## src/rtl/ifetch_ctrl_if.sv

```systemverilog
// Instruction-memory read bus between the fetch controller (master) and memory (slave).
// Single outstanding request; Mem_Req is a level held until the Mem_Rvalid pulse.
interface ifetch_ctrl_if #(
   parameter int ADDR_W = 32,
   parameter int DATA_W = 32
);
   logic              Mem_Req;
   logic [ADDR_W-1:0] Mem_Addr;
   logic [DATA_W-1:0] Mem_Rdata;
   logic              Mem_Rvalid;

   modport master (
      output Mem_Req,
      output Mem_Addr,
      input  Mem_Rdata,
      input  Mem_Rvalid
   );

   modport slave (
      input  Mem_Req,
      input  Mem_Addr,
      output Mem_Rdata,
      output Mem_Rvalid
   );
endinterface

```

## src/rtl/ifetch_ctrl.sv

```systemverilog
// Instruction-fetch controller: one outstanding memory read per PC, holds the word for
// decode, drives PC_LdEn, and handles stall, flush and fetch timeout.
module ifetch_ctrl #(
   parameter int ADDR_W  = 32,
   parameter int DATA_W  = 32,
   parameter int TIMEOUT = 15
) (
   input  logic              Clk,
   input  logic              Reset,
   input  logic [ADDR_W-1:0] Curr_Addr,
   input  logic              Ifu_Stall,
   input  logic              Flush,
   ifetch_ctrl_if.master     mem,
   output logic [DATA_W-1:0] Instr,
   output logic [ADDR_W-1:0] Instr_PC,
   output logic              Instr_Valid,
   output logic              PC_LdEn,
   output logic              Fetch_Err
);

   localparam int TW = $clog2(TIMEOUT + 1);

   localparam logic [2:0] S_IDLE = 3'd0;
   localparam logic [2:0] S_WAIT = 3'd1;
   localparam logic [2:0] S_HOLD = 3'd2;
   localparam logic [2:0] S_DROP = 3'd3;
   localparam logic [2:0] S_ERR  = 3'd4;

   logic [2:0]        state_q, state_d;
   logic [TW-1:0]     timer_q, timer_d;
   logic              req_q, req_d;
   logic [ADDR_W-1:0] addr_q, addr_d;
   logic [DATA_W-1:0] instr_q, instr_d;
   logic [ADDR_W-1:0] ipc_q, ipc_d;
   logic              vld_q, vld_d;
   logic              err_q, err_d;

   logic [TW-1:0]     timer_inc;
   logic              timeout_hit;

   // Timer counts cycles spent waiting; the cycle it would reach TIMEOUT is the last one allowed.
   assign timer_inc   = (timer_q == TW'(TIMEOUT)) ? timer_q : timer_q + 1'b1;
   assign timeout_hit = (timer_q >= TW'(TIMEOUT - 1));

   always_comb begin
      state_d = state_q;
      timer_d = timer_q;
      req_d   = req_q;
      addr_d  = addr_q;
      instr_d = instr_q;
      ipc_d   = ipc_q;
      vld_d   = vld_q;
      err_d   = err_q;
      case (state_q)
         S_IDLE: begin
            if (Curr_Addr[1:0] != 2'b00) begin
               state_d = S_ERR;
               err_d   = 1'b1;
            end else begin
               state_d = S_WAIT;
               addr_d  = Curr_Addr;
               req_d   = 1'b1;
               timer_d = '0;
            end
         end
         S_WAIT: begin
            if (mem.Mem_Rvalid) begin
               req_d = 1'b0;
               if (!Flush) begin
                  state_d = S_HOLD;
                  instr_d = mem.Mem_Rdata;
                  ipc_d   = addr_q;
                  vld_d   = 1'b1;
               end else begin
                  state_d = S_IDLE;
               end
            end else if (timeout_hit) begin
               state_d = S_ERR;
               req_d   = 1'b0;
               err_d   = 1'b1;
            end else begin
               timer_d = timer_inc;
               // The bus has no abort, so a flushed request must still be drained.
               if (Flush) state_d = S_DROP;
            end
         end
         S_DROP: begin
            if (mem.Mem_Rvalid) begin
               state_d = S_IDLE;
               req_d   = 1'b0;
            end else if (timeout_hit) begin
               state_d = S_ERR;
               req_d   = 1'b0;
               err_d   = 1'b1;
            end else begin
               timer_d = timer_inc;
            end
         end
         S_HOLD: begin
            if (!Ifu_Stall || Flush) begin
               state_d = S_IDLE;
               vld_d   = 1'b0;
            end
         end
         S_ERR: begin
            req_d = 1'b0;
            vld_d = 1'b0;
            err_d = 1'b1;
         end
         default: begin
            state_d = S_IDLE;
            req_d   = 1'b0;
            vld_d   = 1'b0;
         end
      endcase
   end

   always_ff @(posedge Clk or negedge Reset) begin
      if (!Reset) begin
         state_q <= S_IDLE;
         timer_q <= '0;
         req_q   <= 1'b0;
         addr_q  <= '0;
         instr_q <= '0;
         ipc_q   <= '0;
         vld_q   <= 1'b0;
         err_q   <= 1'b0;
      end else begin
         state_q <= state_d;
         timer_q <= timer_d;
         req_q   <= req_d;
         addr_q  <= addr_d;
         instr_q <= instr_d;
         ipc_q   <= ipc_d;
         vld_q   <= vld_d;
         err_q   <= err_d;
      end
   end

   // Upstream next-PC mux picks the redirect target whenever Flush is high.
   assign PC_LdEn = ((state_q == S_HOLD) && !Ifu_Stall) || (Flush && (state_q != S_ERR));

   assign mem.Mem_Req  = req_q;
   assign mem.Mem_Addr = addr_q;
   assign Instr        = instr_q;
   assign Instr_PC     = ipc_q;
   assign Instr_Valid  = vld_q;
   assign Fetch_Err    = err_q;

endmodule

```

## src/flat_wrapper.sv

```systemverilog
// flat-port wrapper written by rule: the top's interface ports become plain ports
module ifetch_ctrl_flat 
#(
   parameter int ADDR_W  = 32,
   parameter int DATA_W  = 32,
   parameter int TIMEOUT = 15
)
  (Clk, Reset, Curr_Addr, Ifu_Stall, Flush, Instr, Instr_PC, Instr_Valid, PC_LdEn, Fetch_Err, mem_Mem_Req, mem_Mem_Addr, mem_Mem_Rdata, mem_Mem_Rvalid);
  ifetch_ctrl_if #(.ADDR_W(ADDR_W), .DATA_W(DATA_W)) mem_i ();
  input  logic Clk;
  input  logic Reset;
  input  logic [ADDR_W-1:0] Curr_Addr;
  input  logic Ifu_Stall;
  input  logic Flush;
  output logic [DATA_W-1:0] Instr;
  output logic [ADDR_W-1:0] Instr_PC;
  output logic Instr_Valid;
  output logic PC_LdEn;
  output logic Fetch_Err;
  output wire logic [$bits(mem_i.Mem_Req)-1:0] mem_Mem_Req;
  output wire logic [$bits(mem_i.Mem_Addr)-1:0] mem_Mem_Addr;
  input wire logic [$bits(mem_i.Mem_Rdata)-1:0] mem_Mem_Rdata;
  input wire logic [$bits(mem_i.Mem_Rvalid)-1:0] mem_Mem_Rvalid;
  assign mem_Mem_Req = mem_i.Mem_Req;
  assign mem_Mem_Addr = mem_i.Mem_Addr;
  assign mem_i.Mem_Rdata = mem_Mem_Rdata;
  assign mem_i.Mem_Rvalid = mem_Mem_Rvalid;
  ifetch_ctrl #(.ADDR_W(ADDR_W), .DATA_W(DATA_W), .TIMEOUT(TIMEOUT)) u_core (.Clk(Clk), .Reset(Reset), .Curr_Addr(Curr_Addr), .Ifu_Stall(Ifu_Stall), .Flush(Flush), .mem(mem_i), .Instr(Instr), .Instr_PC(Instr_PC), .Instr_Valid(Instr_Valid), .PC_LdEn(PC_LdEn), .Fetch_Err(Fetch_Err));
endmodule
```

## config.mk

```make
export PLATFORM = sky130hd
export DESIGN_NAME = ifetch_ctrl_flat
export DESIGN_NICKNAME = d
export VERILOG_FILES = /design/src/rtl/ifetch_ctrl_if.sv /design/src/rtl/ifetch_ctrl.sv /design/src/flat_wrapper.sv
export SDC_FILE = /design/constraint.sdc
export NUM_CORES = 1
export LEC_CHECK = 0
export ABC_AREA = 1
export CAP_MARGIN = 20
export CORE_MARGIN = 1.5
export CORE_UTILIZATION = 40
export DETAILED_ROUTE_END_ITERATION = 6
export HOLD_SLACK_MARGIN = 0.1
export PLACE_DENSITY = 0.76
export RECOVER_POWER = 25
export SETUP_SLACK_MARGIN = 0.05
export SLEW_MARGIN = 30
export SYNTH_ARGS = -nofsm -noshare
export SYNTH_HDL_FRONTEND = slang
export SYNTH_SLANG_ARGS = --single-unit
```

## constraint.sdc

```tcl
create_clock -name Clk -period 1.4 [get_ports Clk]
set_clock_uncertainty 0.2 [all_clocks]
set_input_delay 0.14 -clock Clk [delete_from_list [all_inputs] [get_ports Clk]]
set_output_delay 0.14 -clock Clk [all_outputs]
set_load 0.03 [all_outputs]
```

# Word level (Yosys, flattened, before mapping)
# Cells that the tools add are included.
[totals]
out_inout_bits = 100
regBits = 106
in_bits = 69
word_cells = 77
[op_classes]
n_eq_ne = 18
magnitude_cmp = 1
bitwise = 5
n_addsub = 1
reduce_logical = 18
muxes = 26
[op_table]
columns = ["op", "n"]
rows = [
  ["3-bit two-way mux", 7],
  ["4-bit two-way mux", 4],
  ["3-bit case mux with 5 select lines", 1],
  ["2-bit != test, second input constant", 6],
  ["4-bit AND reduction", 3],
  ["1-bit two-way mux", 9],
  ["1-bit case mux with 3 select lines", 3],
  ["4-bit case mux with 2 select lines", 1],
  ["3-bit by 2-bit equality test with 1-bit output, second input constant", 2],
  ["2-bit by 1-bit != test with 1-bit output, second input constant", 3],
  ["3-bit AND reduction", 2],
  ["1-bit NOT", 5],
  ["5-bit AND reduction", 1],
  ["4-bit by 1-bit adder with 4-bit output, second input constant", 1],
  ["4-bit equality test, second input constant", 1],
  ["4-bit greater-or-equal comparator, second input constant", 1],
  ["4-bit by 3-bit != test with 1-bit output, second input constant", 1],
  ["2-bit nonzero test", 2],
  ["2-bit OR reduction", 2],
  ["3-bit by 1-bit equality test with 1-bit output, second input constant", 1],
  ["3-bit equality test, second input constant", 1],
  ["3-bit zero test", 1],
  ["3-bit by 1-bit != test with 1-bit output, second input constant", 1],
  ["3-bit by 2-bit != test with 1-bit output, second input constant", 1],
  ["7 further kinds", 9],
]

# Logic depth before layout (Yosys ltp)
[depth]
word_depth = 5
ltp_mapped = 10
ltp_nobuf = 10

# Worst setup path before layout
# No wires, ideal clock.
[synth_timing]
path_type = "register to register"
start = "reg u_core.timer_q[0]"
end = "reg u_core.timer_q[2]"
setup_time_ns = 0.117
required_time_ns = 1.083
n_path_buf = 0
path_stages_with_launch = 11
arrival_time_ns = 1.215
path_slack_ns = -0.131
period_less_slack_ns = 1.531
cell_sequence = "dfrtp_1 inv_1 ha_1 inv_1 nand2_1 nand2_1 nand3_1 nand2_1 nand2_1 nand2_1 nand2_1"
[synth_between]
elab_chain_len = 5
elab_cells_between_ends = 10
classes_between = "add/sub (1); order compare (1); eq/ne (3); mux (4); reduce/logical (1)"
[synth_lines]
columns = ["element", "line", "source"]
rows = [
  ["start, declared", "ifetch_ctrl.sv:30", "logic [TW-1:0] timer_q, timer_d;"],
  ["start signal, assigned", "ifetch_ctrl.sv:130", "timer_q <= timer_d;"],
  ["4-bit by 1-bit adder with 4-bit output", "ifetch_ctrl.sv:42", "assign timer_inc = (timer_q == TW'(TIMEOUT)) ? timer_q : timer_q + 1'b1;"],
  ["4-bit two-way mux", "ifetch_ctrl.sv:42", ""],
  ["4-bit two-way mux", "ifetch_ctrl.sv:77, ifetch_ctrl.sv:91", ""],
  ["4-bit two-way mux", "ifetch_ctrl.sv:67", "if (mem.Mem_Rvalid) begin"],
  ["4-bit case mux with 2 select lines", "ifetch_ctrl.sv:54", "case (state_q)"],
]
# Parallel ways exist; a longest one is shown, timed or not. The select of a mux whose other input is x is not followed.
# A chain may end at the register's enable or synchronous reset.

# Worst setup path in the final report
[layout_timing]
start = "reg u_core.state_q[1]"
end = "reg u_core.addr_q[17] (netlist: u_core.mem.Mem_Addr[17])"
[layout_between]
elab_chain_len = 2
[layout_lines]
columns = ["element", "line", "source"]
rows = [
  ["start, declared", "ifetch_ctrl.sv:29", "logic [2:0] state_q, state_d;"],
  ["start signal, assigned", "ifetch_ctrl.sv:129", "state_q <= state_d;"],
  ["3-bit zero test", "ifetch_ctrl.sv:54", ""],
  ["2-bit AND reduction (no line)", "--", ""],
  ["end signal, assigned", "ifetch_ctrl.sv:132", "addr_q <= addr_d;"],
  ["end, declared", "ifetch_ctrl.sv:32", "logic [ADDR_W-1:0] addr_q, addr_d;"],
]
# Every way passes these cells.

==> results.toml <==
[outcome]
status = "finished with violations"
violations = "negative setup slack"

[job]
cap_violations = 0

[cts]
clock_path_buffers = 2
clockRootBuffer = "clkbuf_16"
cts_buffers = 9
cts_hold_buffers = 1
cts_sinks = 106
tritoncts = "done"
path_clk_slew_ns = 0.08
worst_skew_pair.late_latency_ns = 0.34
h-tree-depth = 3

[power_and_ir_drop]
switching_power_mw = 3.48
switching_share_pct = 36.8
power_density_nw_per_um2 = 1260
clkPwrFrac_pct = 26.3
pwr-share-comb_pct = 32.8
ir_drop_mv = 0.834
cellInternalPower_mw = 5.97
total_power_mw = 9.45
seqPwrFrac_pct = 40.9
p_leak_nw = 3.85

[synth]
synth_top_area_share_pct = 57.3
avgSynthCellArea_um2 = 9.92
synthDistinctLibCells = 25
syn_inst = 467
synthTopCellsByArea = "dfrtp_1, o21ai_2, nand2_1"
syn_nets = 538
synth-seq-cells = 106
syn-cell-area_um2 = 4630
synth.yosys.warnings = 0
ys_seq_area_share_pct = 57.3
yosysTopAreaCell = "dfrtp_1"

[worst_setup_path]
critical_path.most_common_cell = "buf_12"
crit_arrival_ns = 1.76
endpoint_kind = "register"
crit_type = "register to register"
max_stage_delay_ns = 0.46
cp_cell_sequence = "buf_6 > nor2_4 > nand2_4 > nor2_8 > buf_12 > buf_12 > buf_16 > o21ai_1"
crit_path_max_fanout = 7
startpoint_type = "register"
slowest_stage = "dfrtp_2"
critPathRequiredTime_ns = 1.44

[detailed_routing]
post_drt_wl_per_cell_um = 15.9
num_vias = 4035
drt_first_pass_iters = 4
wirelength_um = 13400
post_drt_via_cell_ratio = 4.80
drtIter0Drc = 182
ant_nets = 0
drc = 0

[timing]
fin_crit_ns = 1.72
worst_slew_pin_slew_ns = 0.651
slew_headroom_pct = 56.6
fin_setup_tns_ns = -25.92
fin_crit_sh_pct = 123
setup_viol_count_final = 107
rsz0062_at_grt = "yes"
hold_viol = 0
drv_slew = 0
setup_ws_ns = -0.324
hold_ws_ns = 0.133
max_freq_mhz = 580

[global_routing]
antenna_found_initial = 0
met1_usage_pct = 24.5
grt_pass1_wl_um = 20500
met2_usage_pct = 35.9
gr-usage-met3_pct = 4.61
globalRouteOverflowTotal = 0
grt_pass1_vias = 4138
grt_max_degree = 51
grt_use_total_pct = 20.9
top_usage_layer = "met2"

[min_path]
min-delay-path-class = "input pin to register"

[place]
dpl.hpwl_um = 8190
place_ws_ns = -0.366
gp_congestion = 0.814
dp_cells = 786
numPortBuffers = 168
placed_cell_area_um2 = 6730

[floorplan]
num_rows = 39
start_util_pct = 40.7
die_area_um2 = 12200
core_um2 = 11400
die_h_um = 111
die_w_um = 111
ios = 169

[cells_and_area]
final_util_pct = 66.1
fin_nets = 763
drive_gt1_share_pct = 48.9
area_growth_pct = 62.3
fin_area_um2 = 7520
layout.cells.non_filler = 840
fillers = 844
n_antenna_cell = 0
## synthesized netlist by cell type (all sizes together)
cell and instances:
nand4 1, inv 82, clkinv 1, o21ai 95, a21oi 1, nor3 1
nand3 15, a31oi 1, dfrtp 106, nor2 12, o22ai 1, clkbuf 1
xnor2 1, ha 2, buf 19, nand2 128
## logic make-up (layout without fill, tap and decap cells)
family	after synthesis	after routing	synth area share, %
AND/OR/NAND/NOR	157	157	15.8
AO/OA/AOI/OAI	98	98	15.0
adder cells (fa/ha/maj)	2	2	0.540
buffers and inverters	103	333	11.2
flip-flops	106	106	57.3
XOR/XNOR	1	1	0.189
## cell usage in the layout (no fill, tap or decap), types with 2 or more instances in the layout
| cell type | instances |
|---|---|
| inv_2 | 2 |
| nor2_1 | 8 |
| buf_4 | 50 |
| o21ai_0 | 3 |
| inv_6 | 3 |
| nand2_2 | 66 |
| o21ai_1 | 22 |
| clkbuf_16 | 15 |
| clkbuf_2 | 2 |
| buf_12 | 22 |
| dfrtp_1 | 105 |
| nand3_4 | 2 |
| nand3_1 | 11 |
| inv_4 | 2 |
| inv_1 | 78 |
| nand2_1 | 56 |
| buf_8 | 2 |
| clkdlybuf4s50_1 | 67 |
| nand2_4 | 5 |
| nand3_2 | 2 |
| o21ai_2 | 69 |
| buf_16 | 6 |
| clkinv_4 | 3 |
| buf_2 | 63 |
| buf_6 | 14 |
| nor2_2 | 2 |
## area by class of cell
cell class	count	area [um2]	area share, %
clock buffer	10	239	3.18
inverter	83	322	4.28
multi-input combinational	258	1710	22.8
clock inverter	6	55.1	0.732
tap	143	179	2.38
sequential	106	2650	35.3
timing repair buffer	234	2360	31.4
## registers in the layout, indices dropped and copies added, names as in the netlist
| register | flops |
|---|---|
| u_core.Instr | 32 |
| u_core.Instr_PC | 32 |
| u_core.mem.Mem_Addr | 32 |
| u_core.timer_q | 4 |
| u_core.state_q | 3 |
| u_core.Fetch_Err | 1 |
| u_core.Instr_Valid | 1 |
| u_core.mem.Mem_Req | 1 |
## power groups by stage
stage / Sequential (mW) / Combinational (mW) / Clock, mW
floorplan: 4.88 / 0.694 / 0
global placement: 3.91 / 3.21 / 0
detailed placement: 3.93 / 3.26 / 0
CTS: 3.86 / 2.97 / 2.53
global route: 3.92 / 3.28 / 2.65
finish: 3.86 / 3.10 / 2.49
## worst max-delay path: cells and delay by family (launching register included)
family | cells | cell delay (ns)
buffers and inverters | 4 | 0.49
DFF | 1 | 0.46
and+or+nand+nor | 3 | 0.40
AOI/OAI and AO/OA | 1 | 0.06
## final timing paths
path | slack, ns | startpoint | depth (start not counted) | end
min in group asynchronous | 0.15 | Reset | 2 | u_core.Instr_PC[11]
setup reg to reg | -0.32 | u_core.state_q[1] | 8 | u_core.mem.Mem_Addr[17]
max in group asynchronous | 0.12 | Reset | 3 | u_core.mem.Mem_Addr[9]
hold reg to reg | 0.26 | u_core.Fetch_Err | 2 | u_core.Fetch_Err
hold / removal | 0.13 | Curr_Addr[15] | 3 | u_core.mem.Mem_Addr[15]
setup / recovery | -0.32 | u_core.state_q[1] | 8 | u_core.mem.Mem_Addr[17]
## timing repair
action,4_1_cts,5_1_grt
endpoints found under the hold margin,106,19
cloned,8,8
endpoints found under the setup margin,170,107
pin swaps,1,9
gates resized for setup,341,53
buffers inserted,16,6
## per-layer routing
| layer | up-vias | part of all wire, % |
|---|---|---|
| li1 | 1902 | - |
| met2 | 127 | 52 |
| met4 | 0 | 4.1 |
| met3 | 39 | 4.2 |
| met5 | - | 0 |
| met1 | 1967 | 39 |
Power figures use the tool's default switching activity.
